**src/rtl/mcpu_prog_loader_pkg.sv**
```systemverilog
`default_nettype none
// Shared MCPU sizing constants and the program-loader state encoding.
package mcpu_prog_loader_pkg;

  localparam int WORD_SIZE = 16;
  localparam int ADDR_SIZE = 8;
  localparam int RAM_SIZE  = 1 << ADDR_SIZE;

  typedef enum logic [2:0] {
    ST_IDLE  = 3'd0,
    ST_HI    = 3'd1,
    ST_LO    = 3'd2,
    ST_WRITE = 3'd3,
    ST_CHK   = 3'd4,
    ST_DONE  = 3'd5
  } loader_state_e;

endpackage
`default_nettype wire

```
**src/rtl/mcpu_prog_loader.sv**
```systemverilog
`default_nettype none
// Loads a byte stream (high byte first) into MCPU RAM, holding the CPU in reset
// until a trailing XOR checksum byte verifies the image.
module mcpu_prog_loader #(
  parameter int WORD_SIZE = mcpu_prog_loader_pkg::WORD_SIZE,
  parameter int ADDR_SIZE = mcpu_prog_loader_pkg::ADDR_SIZE
) (
  input  logic                 clk,
  input  logic                 reset,
  input  logic                 start,
  input  logic [ADDR_SIZE:0]   length,
  input  logic                 in_valid,
  input  logic [7:0]           in_data,
  output logic                 in_ready,
  output logic                 mem_we,
  output logic [ADDR_SIZE-1:0] mem_addr,
  output logic [WORD_SIZE-1:0] mem_wdata,
  output logic                 cpu_reset,
  output logic                 busy,
  output logic                 done,
  output logic                 error
);
  import mcpu_prog_loader_pkg::*;

  localparam logic [ADDR_SIZE:0]   LEN_ONE = (ADDR_SIZE+1)'(1);
  localparam logic [ADDR_SIZE-1:0] CNT_ONE = ADDR_SIZE'(1);

  loader_state_e          state, state_n;
  logic [ADDR_SIZE:0]     len_q, len_n;
  logic [ADDR_SIZE-1:0]   count, count_n;
  logic [7:0]             chk, chk_n;
  logic [7:0]             hi_byte, hi_n;
  logic                   in_ready_n, mem_we_n, cpu_reset_n, busy_n, done_n, error_n;
  logic [ADDR_SIZE-1:0]   mem_addr_n;
  logic [WORD_SIZE-1:0]   mem_wdata_n;
  logic                   accept;
  logic                   len_ok;

  assign accept = in_valid & in_ready;
  // Legal lengths are 1..2**ADDR_SIZE: nonzero, and the top bit only with all others clear.
  assign len_ok = (length != '0) && (!length[ADDR_SIZE] || (length[ADDR_SIZE-1:0] == '0));

  always_comb begin
    state_n     = state;
    len_n       = len_q;
    count_n     = count;
    chk_n       = chk;
    hi_n        = hi_byte;
    mem_addr_n  = mem_addr;
    mem_wdata_n = mem_wdata;
    cpu_reset_n = cpu_reset;
    busy_n      = busy;
    done_n      = done;
    error_n     = error;

    case (state)
      ST_IDLE, ST_DONE: begin
        if (start) begin
          done_n      = 1'b0;
          cpu_reset_n = 1'b1;
          if (len_ok) begin
            len_n   = length;
            count_n = '0;
            chk_n   = '0;
            error_n = 1'b0;
            busy_n  = 1'b1;
            state_n = ST_HI;
          end else begin
            error_n = 1'b1;
            state_n = ST_IDLE;
          end
        end
      end
      ST_HI: begin
        if (accept) begin
          hi_n    = in_data;
          chk_n   = chk ^ in_data;
          state_n = ST_LO;
        end
      end
      ST_LO: begin
        if (accept) begin
          chk_n       = chk ^ in_data;
          mem_addr_n  = count;
          mem_wdata_n = WORD_SIZE'({hi_byte, in_data});
          state_n     = ST_WRITE;
        end
      end
      ST_WRITE: begin
        if ({1'b0, count} == (len_q - LEN_ONE)) begin
          state_n = ST_CHK;
        end else begin
          count_n = count + CNT_ONE;
          state_n = ST_HI;
        end
      end
      ST_CHK: begin
        if (accept) begin
          busy_n = 1'b0;
          if (in_data == chk) begin
            done_n      = 1'b1;
            cpu_reset_n = 1'b0;
            state_n     = ST_DONE;
          end else begin
            error_n = 1'b1;
            state_n = ST_IDLE;
          end
        end
      end
      default: state_n = ST_IDLE;
    endcase

    // Strobes are registered from the next state so they line up with it.
    mem_we_n   = (state_n == ST_WRITE);
    in_ready_n = (state_n == ST_HI) || (state_n == ST_LO) || (state_n == ST_CHK);
  end

  always_ff @(posedge clk or negedge reset) begin
    if (!reset) begin
      state     <= ST_IDLE;
      len_q     <= '0;
      count     <= '0;
      chk       <= '0;
      hi_byte   <= '0;
      in_ready  <= 1'b0;
      mem_we    <= 1'b0;
      mem_addr  <= '0;
      mem_wdata <= '0;
      cpu_reset <= 1'b1;
      busy      <= 1'b0;
      done      <= 1'b0;
      error     <= 1'b0;
    end else begin
      state     <= state_n;
      len_q     <= len_n;
      count     <= count_n;
      chk       <= chk_n;
      hi_byte   <= hi_n;
      in_ready  <= in_ready_n;
      mem_we    <= mem_we_n;
      mem_addr  <= mem_addr_n;
      mem_wdata <= mem_wdata_n;
      cpu_reset <= cpu_reset_n;
      busy      <= busy_n;
      done      <= done_n;
      error     <= error_n;
    end
  end

endmodule
`default_nettype wire
```
**config.mk**
```make
export PLATFORM = sky130hd
export DESIGN_NAME = mcpu_prog_loader
export DESIGN_NICKNAME = d
export VERILOG_FILES = /design/src/rtl/mcpu_prog_loader_pkg.sv /design/src/rtl/mcpu_prog_loader.sv
export SDC_FILE = /design/constraint.sdc
export NUM_CORES = 1
export LEC_CHECK = 0
export CORE_ASPECT_RATIO = 1.5
export CORE_MARGIN = 4
export CORE_UTILIZATION = 49
export CTS_CLUSTER_SIZE = 12
export DETAILED_ROUTE_END_ITERATION = 10
export PLACE_DENSITY = 0.76
export SETUP_SLACK_MARGIN = 0.15
export SLEW_MARGIN = 20
export SYNTH_ARGS = -nofsm -noshare
export SYNTH_HDL_FRONTEND = slang
export SYNTH_SLANG_ARGS = --single-unit
```
**constraint.sdc**
```tcl
create_clock -name clk -period 2.3 [get_ports clk]
set_clock_uncertainty 0.1 [all_clocks]
set_input_delay 0.46 -clock clk [delete_from_list [all_inputs] [get_ports clk]]
set_output_delay 0.46 -clock clk [all_outputs]
set_load 0.005 [all_outputs]
```
==> results.ini, run 1 <==
[floorplan]
core_area_um2 = 6810
start_util_pct = 50.2
rows = 37
die_width_um = 76.2
die_h_um = 110
die_area_um2 = 8410
pin_count = 51

[clocking]
htree_levels = 3
clk_latency_ns = 0.34
clk_pin_slew_worst_paths_ns = 0.06
cts_made_buffers = 9
cts-root-buf = clkbuf_8
clockBufferDepth = 2
clock_sinks = 66
tritoncts = done

[timing]
hold_viol = 0
finalCritPeriodShare_pct = 96.9
fmax_ghz = 0.449
rsz0062_at_grt = true
finalMaxSlewViolations = 0
min_period_ns = 2.23
worstMarginPinSlew_ns = 0.355
fin_ws_ns = 0.0721
max-slew-margin-rel_pct = 76.3
setup_viol = 0

[critical_path]
start_kind = input pin
timing.rr.start = len_q[1]
cp-end-kind = flip-flop
endpoint = state[0]
cp.depth = 7
path_class = input pin to flip-flop
crit_start = length[4]
cp_top_family = simple AND/OR/NAND/NOR gates
required_ns = 2.41
cpPeakStageDelay_ns = 0.51
critical-path-slowest-cell = or4_4
worstReg2RegEnd = count[2]
worstPathMaxFanout = 3
crit_buf_inv = 1
path_cells = buf_2, or4_4, or3_4, and2_4, a221oi_4, nor3_1, or3_1
reg2reg_slack_ns = 0.09
rr_worst_depth = 9
cp.arrival_ns = 2.34

[logic_synthesis]
muxShareOfSynthArea_pct = 13.2
synth_compound_area_share_pct = 12.4
synth_top_area_share_pct = 47.6
synth_cell_types = 58
synth_cells = 321
synth-simple-area-share_pct = 16.9
synth_top_family_by_area = simple AND/OR/NAND/NOR gates
synth_area_um2 = 3420
synth_edf_count = 0
synth.avg_cell_area_um2 = 10.7
async_flop_share_pct = 100
ys_seq_area_share_pct = 48.3
synth_xor_area_share_pct = 4.10
synth_area_leader_cell = dfrtp_1
yosysWarnings = 0
yosys.area_share.adder_pct = 0.732
yosys-top-cells-area = dfrtp_1, mux2_2, nand2_1
synth_nets = 344
ys_ff_latch = 66
synth_ff_type = dfrtp_1

[power_and_ir_drop]
internal_power_mw = 3.78
switching_power_mw = 1.95
ir_drop_mv = 0.783
leakage_nw = 2.12
clkPwrFrac_pct = 20.7
p_seq_share_pct = 34.4
powerDensity_nw_per_um2 = 1210
switching_share_pct = 34.1
combPwrFrac_pct = 44.9

[routing]
drt-pass1-iter-count = 4
num_vias = 2774
viasPerCell = 5.55
routed_wl_um = 8060
drc = 0
wire_per_inst_um = 16.1
drtIter0Drc = 127
antenna_left = 0

[global_route]
grt.total_usage_pct = 20.1
antenna_found_initial = 0
grt_pass1_vias = 2925
grt_pass1_wl_um = 13400
grt.overflow.total = 0
grt_max_degree = 39

[flow_run]
maxCapViolCount = 0

[layout]
fillers = 501
multi_input_comb_area_um2 = 1770
instances_no_fill = 500
syn_to_final_growth_pct = 38.6
drive_gt1_share_pct = 34.6
seq_area_um2 = 1650
nNetsFinal = 440
finalCoreUtilization_pct = 69.7
antennaDiodeCount = 0
final_area_um2 = 4740

[place]
placed_area_um2 = 4290
gp_congestion = 0.840
pre_cts_ws_ns = -0.563
dp_cells = 472
port_buffers = 50
dpl.hpwl_um = 5790

[worst_hold_path]
worstHoldPathType = input pin to flip-flop
hold_depth = 3

[run_status]
run_status = completed

==> power by group through the flow <==
stage / registers [mW] / clock network (mW) / logic [mW]
after floorplan: 1.88 / 0 / 1.37
after global placement: 1.95 / 0 / 2.15
after detailed placement: 1.97 / 0 / 2.23
after CTS: 1.96 / 1.20 / 2.39
after global routing: 2.03 / 1.26 / 2.81
final: 1.97 / 1.18 / 2.57
==> worst min path at each step <==
stage	start	endpoint	slack (ns)
detailed placement	reset	mem_wdata[10]	0.20
finish	length[6]	len_q[6]	0.24
CTS	length[6]	len_q[6]	0.24
floorplan	reset	busy	0.06
global placement	reset	mem_wdata[10]	0.20
global route	length[6]	len_q[6]	0.23
==> metrics by stage <==
step                      power, mW  hold WS (ns)  TNS (ns)
after detailed placement       4.20         0.203    -11.54
after global placement         4.11         0.201    -10.28
after CTS                      5.55         0.235         0
after global routing           6.10         0.233   -0.0205
final                          5.73         0.245         0
after floorplan                3.25        0.0644   -0.0463
==> final cells by class <==
cell class / instances / share of cell area, %
clock inverter: 5 / 2.16
clock buffer: 11 / 2.98
inverter: 14 / 1.16
sequential: 66 / 34.9
multi-input combinational: 224 / 37.4
timing repair buffer: 102 / 19.3
tap: 78 / 2.06
==> timing repair <==
item                       CTS  global route
setup endpoints to repair   30            12
hold endpoints to repair     3             0
gates resized for setup     38            23
pin swaps                   18            15
hold buffers                 1             0
setup buffers                7             4
==> synthesized netlist by cell type (4+ instances only) <==
cell and number:
inv_1 14, mux2i_1 9, nand2b_1 15, a21oi_1 8
dfrtp_1 65, mux2_2 32, clkbuf_1 9, xnor2_1 5
nand2_1 33, nor2_1 15, o21ai_0 22, nor3_1 7
nand3_1 8, xor2_1 11, a211oi_1 4
==> worst min-delay path, delay by kind of cell <==
kind	cells	cell delay [ns]
and+or+nand+nor	2	0.10
buffers and inverters	1	0.09
==> cell usage in the layout, fill, tap and decap left out, types with 11 or more instances in the layout <==
cell type / count
clkdlybuf4s50_1: 34
dfrtp_1: 64
buf_4: 44
nand2_1: 33
inv_1: 11
nor2_1: 15
mux2_2: 32
nand2b_1: 15
o21ai_0: 21
==> layer usage <==
layer / vias to the layer above / track usage, % / routed length [um]
met5: - / 0 / 0
met4: 0 / 9.00 / 225
met3: 19 / 5.37 / 297
met2: 54 / 37.4 / 4470
met1: 1382 / 21.2 / 3070
li1: 1319 / - / -
==> registers in the layout, indices dropped and copies added, names as in the netlist, 3 cells and up <==
| register | cells |
|---|---|
| mem_addr | 8 |
| hi_byte | 8 |
| state | 3 |
| chk | 8 |
| len_q | 9 |
| count | 8 |
| mem_wdata | 16 |
==> cells by family after synthesis <==
| family | Yosys count |
|---|---|
| compound gates | 60 |
| xor+xnor | 16 |
| fa+ha+maj | 2 |
| buf+inv | 31 |
| flops | 66 |
| mux | 41 |
| simple gates | 105 |
(Power assumes the default switching activity.)
==> inputs of run 2 (changes only) <==
Settings changed: CORE_UTILIZATION 49 to 40, PLACE_DENSITY 0.76 to default.
==> run 2 against run 1 <==
  * Flip-flop and latch count unchanged
  * Sequential share of layout area shrank 0.15 points
  * Utilization fell by 13 points
  * Total power is 0.24% lower
  * Fmax up 0.33%
  * Critical path depth grew 1
  * Register-to-register slack is essentially flat
  * Combinational power down 5%
==> results.ini, run 2 (same netlist as run 1, synthesis figures left out) <==
[routing]
antenna_left = 0
drtIter0Drc = 80
drt-pass1-iter-count = 4
viasPerCell = 5.14
drc = 0
wire_per_inst_um = 15.4
num_vias = 2691
routed_wl_um = 8080

[critical_path]
path_cells = buf_6, nor3_1, and4b_1, o211ai_1, a2111oi_4, buf_4, and2_2, a2111oi_4
cpPeakStageDelay_ns = 0.39
endpoint = count[2]
cp_top_family = compound AO/OA/AOI/OAI gates
worstPathMaxFanout = 7
timing.rr.start = len_q[0]
cp-end-kind = flip-flop
reg2reg_slack_ns = 0.08
rr_worst_depth = 8
required_ns = 2.41
cp.depth = 8
cp.arrival_ns = 2.34
start_kind = flip-flop
crit_path_frequent_cell = a2111oi_4
crit_buf_inv = 2
crit_start = len_q[0]
critical-path-slowest-cell = dfrtp_1
path_class = flip-flop to flip-flop
worstReg2RegEnd = count[2]

[place]
dp_cells = 499
port_buffers = 50
dpl.hpwl_um = 5730
gp_congestion = 0.920
placed_area_um2 = 4300

[power_and_ir_drop]
ir_drop_mv = 0.752
p_total_mw = 5.71
powerDensity_nw_per_um2 = 1200
leakage_nw = 2.10

[floorplan]
rows = 41
core_area_um2 = 8360
die_width_um = 83.5
die_h_um = 121
die_area_um2 = 10100
start_util_pct = 40.9
pin_count = 51

[timing]
hold_viol = 0
rsz0062_at_grt = true
fmax_ghz = 0.450
finalMaxSlewViolations = 0
setup_tns_ns = 0
worstMarginPinSlew_ns = 0.424
setup_viol = 0
finalCritPeriodShare_pct = 96.5
max-slew-margin-rel_pct = 71.7
min_period_ns = 2.22

[clocking]
cts_made_buffers = 9
clockBufferDepth = 2
cts-root-buf = clkbuf_16
tritoncts = done
clock_sinks = 66
clk_latency_ns = 0.32
htree_levels = 3
clk_pin_slew_worst_paths_ns = 0.05

[global_route]
grt_pass1_vias = 2811
grt_use_met2_pct = 29.8
grt.total_usage_pct = 16.7
antenna_found_initial = 0
top_usage_layer = met2
use_met1_pct = 18.8
grt_pass1_wl_um = 13500
grt_max_degree = 50
use_met3_pct = 4.08
grt.overflow.total = 0

[layout]
top_register = mem_wdata
final_area_um2 = 4760
top_regs = mem_wdata (16), len_q (9)
drive_gt1_share_pct = 33.3
instances_no_fill = 524
multi_input_comb_area_um2 = 1770
nNetsFinal = 435
seq_area_um2 = 1650
largest_reg_flops = 16
fillers = 756
finalCoreUtilization_pct = 56.9
final_common_cell = dfrtp_1
antennaDiodeCount = 0
syn_to_final_growth_pct = 39.1
layout_common_cells = dfrtp_1, buf_4, clkdlybuf4s50_1, nand2_1, mux2_2

[run_status]
run_status = completed

[flow_run]
maxCapViolCount = 0

[worst_hold_path]
worstHoldPathType = input pin to flip-flop

run 2: cell type report:
| cell class | instances | share of cell area, % |
|---|---|---|
| sequential | 66 | 34.7 |
| clock buffer | 10 | 4.81 |
| timing repair buffer | 97 | 18.1 |
| tap | 107 | 2.81 |
| inverter | 14 | 1.16 |
| multi-input combinational | 224 | 37.1 |
| clock inverter | 6 | 1.21 |
run 2: how the worst min path moves through the flow:
| stage | start | endpoint | slack (ns) | cells past startpoint |
|---|---|---|---|---|
| floorplan | reset | busy | 0.06 | 0 |
| global placement | reset | mem_wdata[10] | 0.32 | 1 |
| detailed placement | reset | hi_byte[2] | 0.32 | 1 |
| CTS | length[6] | len_q[6] | 0.24 | 3 |
| global route | length[4] | len_q[4] | 0.24 | 3 |
| finish | length[4] | len_q[4] | 0.24 | 3 |
run 2: per-layer routing:
layer | vias to the layer above | wire length (um)
li1 | 1312 | -
met1 | 1318 | 3340
met2 | 52 | 4360
met3 | 9 | 270
met4 | 0 | 112
met5 | - | 0
run 2: stage by stage:
step / hold WS (ns) / setup WS, ns
2_1_floorplan: 0.0644 / -0.0463
3_3_place_gp: 0.324 / -0.514
3_5_place_dp: 0.323 / -0.576
4_1_cts: 0.240 / 0.0874
5_1_grt: 0.236 / -0.0266
6_report: 0.238 / 0.0795
run 2: worst reg2reg max path, delay by kind of cell, from the launching register on:
family / cells / cell delay [ns]
AOI/OAI and AO/OA: 3 / 0.72
and+or+nand+nor: 3 / 0.59
DFF: 1 / 0.39
buffers and inverters: 2 / 0.32
run 2: timing repair:
item	4_1_cts	5_1_grt
setup endpoints to repair	30	14
hold buffers	1	0
setup buffers	5	3
gates resized for setup	42	14
pin swaps	16	10
hold endpoints to repair	17	0
run 2: where the power goes:
part           internal [mW]  switching [mW]
clock                  0.830           0.471
combinational           1.37            1.08
sequential              1.60           0.371
==> inputs of run 3 (changes only) <==
Settings changed: CAP_MARGIN from default to 0.
Clock period 2.3 ns to 2.4 ns, I/O delays scaled along.
==> run 3 against run 2 <==
  * First-iteration DRC count rose by 39%
  * Sequential share of layout area rose by 0.15 points
  * Sequential power fell by 4%
  * Critical path depth rose by 1
  * Combinational power fell by 7%
  * Utilization fell by 0.16 points
  * Wire length fell by 1.1%
  * Die area did not move
  * Design area fell by 0.29%
  * Largest power group unchanged
  * Highest routed layer unchanged
==> results.ini, run 3 (same netlist as run 1, synthesis figures left out) <==
[clocking]
cts_made_buffers = 9
htree_levels = 3
clk_latency_ns = 0.34
ctsHoldBuffers = 0
tritoncts = done
clock_sinks = 66
cts-root-buf = clkbuf_16
clk_pin_slew_worst_paths_ns = 0.05
clockBufferDepth = 2

[timing]
setup_viol = 0
worstMarginPinSlew_ns = 0.359
rsz0062_at_grt = true
fmax_ghz = 0.448
finalCritPeriodShare_pct = 93.1
setup_tns_ns = 0
fin_ws_ns = 0.166
finalMaxSlewViolations = 0
max-slew-margin-rel_pct = 76.0
min_period_ns = 2.23
hold_viol = 0

[run_status]
run_status = completed

[place]
dpl.hpwl_um = 5730
pre_cts_ws_ns = -0.516
gp_congestion = 0.871
port_buffers = 50
placed_area_um2 = 4290

[layout]
syn_to_final_growth_pct = 38.7
nNetsFinal = 434
final_common_cell = dfrtp_1
final_area_um2 = 4740
antennaDiodeCount = 0
drive_gt1_share_pct = 32.9
largest_reg_flops = 16
top_regs = mem_wdata (16), len_q (9)
top_register = mem_wdata
layout_common_cells = dfrtp_1, buf_4, clkdlybuf4s50_1, nand2_1, mux2_2

[global_route]
grt.overflow.total = 0
grt.total_usage_pct = 17.1
antenna_found_initial = 0
grt_pass1_vias = 2883
grt_pass1_wl_um = 13900
grt_max_degree = 67

[floorplan]
die_area_um2 = 10100
rows = 41
start_util_pct = 40.9
core_area_um2 = 8360
die_h_um = 121
die_width_um = 83.5
pin_count = 51

[critical_path]
cpPeakStageDelay_ns = 0.52
cp_top_family = simple AND/OR/NAND/NOR gates
cp-end-kind = flip-flop
path_class = input pin to flip-flop
critical-path-slowest-cell = or4_4
crit_path_frequent_cell = buf_6
cp.arrival_ns = 2.34
start_kind = input pin
timing.rr.start = len_q[2]
crit_start = length[5]
required_ns = 2.51
worstPathMaxFanout = 3
path_cells = buf_6, or4_4, or3_4, and2_4, a221oi_4, buf_4, buf_6, a2111o_1, o211ai_1
crit_buf_inv = 3

[power_and_ir_drop]
leakage_nw = 2.09
internal_power_mw = 3.65
clkPwrFrac_pct = 23.7
switching_share_pct = 33.4
combPwrFrac_pct = 41.6
p_seq_share_pct = 34.7
powerDensity_nw_per_um2 = 1150
ir_drop_mv = 0.556
switching_power_mw = 1.83

[routing]
drc = 0
routed_wl_um = 8000
wire_per_inst_um = 15.3
drt-pass1-iter-count = 4
num_vias = 2682
antenna_left = 0
drtIter0Drc = 111
viasPerCell = 5.13

[worst_hold_path]
worstHoldPathType = input pin to async pin

[flow_run]
maxCapViolCount = 0

[run 3: cell types whose count changed in the layout (fill, tap and decap cells not counted), moves of 2 or more]
cell,previous run,this run
dfrtp_1,65,63
clkdlybuf4s50_1,36,38
clkbuf_1,1,3
o21ai_1,1,3
dfrtp_2,0,2
clkinv_2,4,2
clkbuf_2,0,3
buf_2,5,3
dlygate4sd2_1,4,2
[run 3: final timing paths]
path | slack (ns) | depth (start not counted) | end
worst min register to register | 0.39 | 2 | cpu_reset
worst max-delay path | 0.17 | 9 | in_ready
worst max register to register | 0.18 | 7 | count[2]
max in group asynchronous | 1.81 | 2 | cpu_reset
worst min-delay path | 0.06 | 2 | mem_wdata[10]
min in group clk | 0.24 | 3 | len_q[5]
[run 3: timing repair]
action                                  in CTS  in global routing
endpoints found under the setup margin      30                 23
pin swaps                                   13                 16
gates resized for setup                     28                 31
setup buffers                                5                  2
[run 3: area by class of cell]
type	instances	area, um^2
flip-flops and latches	66	1660
repair buffers	96	855
multi-input cells	224	1760
clock buffers	13	250
fillers	722	3620
well taps	107	134
inverters	14	52.6
clock inverters	3	40.0
[run 3: layer usage]
layer  wire length [um]  GRT usage (%)  up-vias
li1                   -              -     1306
met1               3280           19.7     1302
met2               4110           29.5       55
met3                349           4.76       19
met4                250           7.95        0
met5                  0              0        -
[run 3: through the flow]
step                total power, mW  util [%]  hold slack, ns  cells
global placement               3.93      51.4           0.382    500
finish                         5.48      56.7          0.0599    523
global route                   5.87      56.7          0.0773    523
detailed placement             3.97      51.4           0.392    500
CTS                            5.40      55.6          0.0738    521
floorplan                      3.11         -          0.0844    321
[run 3: power by group through the flow]
stage | Clock, mW | Combinational, mW | Sequential, mW
floorplan | 0 | 1.30 | 1.80
detailed placement | 0 | 2.08 | 1.90
global placement | 0 | 2.03 | 1.89
CTS | 1.33 | 2.17 | 1.90
global route | 1.37 | 2.52 | 1.97
finish | 1.30 | 2.28 | 1.90
==> RTL change: new RTL, flow settings as in run 1 <==
Re-encode `loader_state_e` (6 states) as one-hot, 6 bits wide.
--- a/src/rtl/mcpu_prog_loader_pkg.sv
+++ b/src/rtl/mcpu_prog_loader_pkg.sv
@@ -6,13 +6,13 @@
   localparam int ADDR_SIZE = 8;
   localparam int RAM_SIZE  = 1 << ADDR_SIZE;
 
-  typedef enum logic [2:0] {
-    ST_IDLE  = 3'd0,
-    ST_HI    = 3'd1,
-    ST_LO    = 3'd2,
-    ST_WRITE = 3'd3,
-    ST_CHK   = 3'd4,
-    ST_DONE  = 3'd5
+  typedef enum logic [5:0] {
+    ST_IDLE  = 6'b000001,
+    ST_HI    = 6'b000010,
+    ST_LO    = 6'b000100,
+    ST_WRITE = 6'b001000,
+    ST_CHK   = 6'b010000,
+    ST_DONE  = 6'b100000
   } loader_state_e;
 
 endpackage
Formal check against the unedited RTL: same outputs for any inputs over 4 cycles, from zero or initial values and one cycle with reset low; so few cycles prove little.
==> RTL change against run 1 <==
The run now ends with setup timing left. Design area rose by 5.3%. Cell count increased by 15%. Power down 26%. Global-route usage grew 2.5 points. Core utilization is 3.2 points higher. Count of clock-buffer cells in the layout down 1. Synthesized area grew 0.66%. Synthesized cell count up 19%. Wire length rose by 17%. Non-clock buffer count up 11. Sequential cell count increased by 3. Worst setup slack worse by 0.088 ns. Largest cell class unchanged. Highest routed layer unchanged.
==> RTL change: results <==
export IMPL_grt_use_total_pct=22.6
export IMPL_hold_path_startpoint="hi_byte[2]"
export IMPL_syn_nets=405
export IMPL_hold_class="register to register"
export IMPL_final_cells=573
export IMPL_grt_max_degree=50
export IMPL_holdWs_ns=0.375
export IMPL_synth_commonest_cells="nand2_1 (113), dfrtp_1 (67), nor2_1 (18)"
export IMPL_synth_seq_area_share_pct=50.2
export IMPL_r2r_start="state[2]"
export IMPL_fin_ws_ns=-0.0154
export IMPL_yosys_top_cells_area="dfrtp_1 (49%), nand2_1 (12%), xnor2_1 (3.3%), mux2_2 (2.6%), o21ai_0 (2.5%)"
export IMPL_finalSetupViolations=3
export IMPL_drt_iter0_drc=194
export IMPL_hold_end="mem_wdata[10]"
export IMPL_wl_per_cell_um=16.5
export IMPL_syn_instance_count=382
export IMPL_crit_end="count[1]"
export IMPL_fillCellCount=492
export IMPL_violations="setup timing"
export IMPL_tns_ns=-0.0331
export IMPL_dp_cells=546
export IMPL_synth_cell_types=57
export IMPL_grt_pass1_wl_mm=15.3
export IMPL_r2r_cells=5
export IMPL_arrival_ns=2.47
export IMPL_clk_pin_slew_worst_paths_ns=0.08
export IMPL_place_ws_ns=-0.354
export IMPL_whs_path_depth=2
export IMPL_critical_path_startpoint="state[2]"
export IMPL_cp_max_fo=5
export IMPL_utilization_pct=72.9
export IMPL_clk_latency_ns=0.36
export IMPL_placed_area_sq_mm=0.00442
export IMPL_status="finished, violations left"
RTL change: cell count changes after synthesis, moves of 8 or more:
cell / delta
mux2_2: -24
xor2_1: -8
xnor2_1: +8
nand2_1: +80
o21ai_1: +15
RTL change: timing repair:
action,in CTS,in global routing
pin swaps,20,16
resized for setup,24,33
endpoints found under the hold margin,18,0
buffers inserted,5,5
setup endpoints to repair,26,40
hold buffers,1,0
RTL change: logic make-up (layout without fill, tap and decap cells):
family | count (synthesis) | after routing | share of synthesized area [%]
compound gates | 64 | 64 | 11.1
fa+ha+maj | 2 | 2 | 0.727
simple gates | 194 | 194 | 27.0
mux | 12 | 12 | 3.78
buf+inv | 25 | 138 | 3.13
xor+xnor | 16 | 16 | 4.07
flops | 69 | 69 | 50.2
RTL change: worst max-delay path, cell delays in order (launching register included):
cell and delay (ns):
dfrtp_1 0.39, or3_4 0.40, or4b_4 0.49, or3b_4 0.41, buf_4 0.18, a31o_4 0.24
RTL change: layout make-up:
type | instances | share of cell area [%]
well taps | 78 | 1.95
clock inverters | 6 | 2.68
inverters | 9 | 0.727
multi-input cells | 288 | 36.7
flip-flops and latches | 69 | 34.7
clock buffers | 10 | 2.76
repair buffers | 113 | 20.5
RTL change: routing by layer:
| metal | track usage (%) | part of all wire (%) | vias up |
|---|---|---|---|
| li1 | - | - | 1511 |
| met3 | 4.55 | 3.4 | 21 |
| met2 | 42.6 | 57 | 66 |
| met1 | 23.4 | 37 | 1546 |
| met4 | 11.1 | 2.6 | 0 |
| met5 | 0 | 0 | - |
RTL change: report_power, final:
part | leakage [nW] | internal (W) | switching [W]
logic | 1.30 | 0.000711 | 0.000657
clock network | 0.136 | 0.000859 | 0.000479
registers | 0.928 | 0.00139 | 0.000153
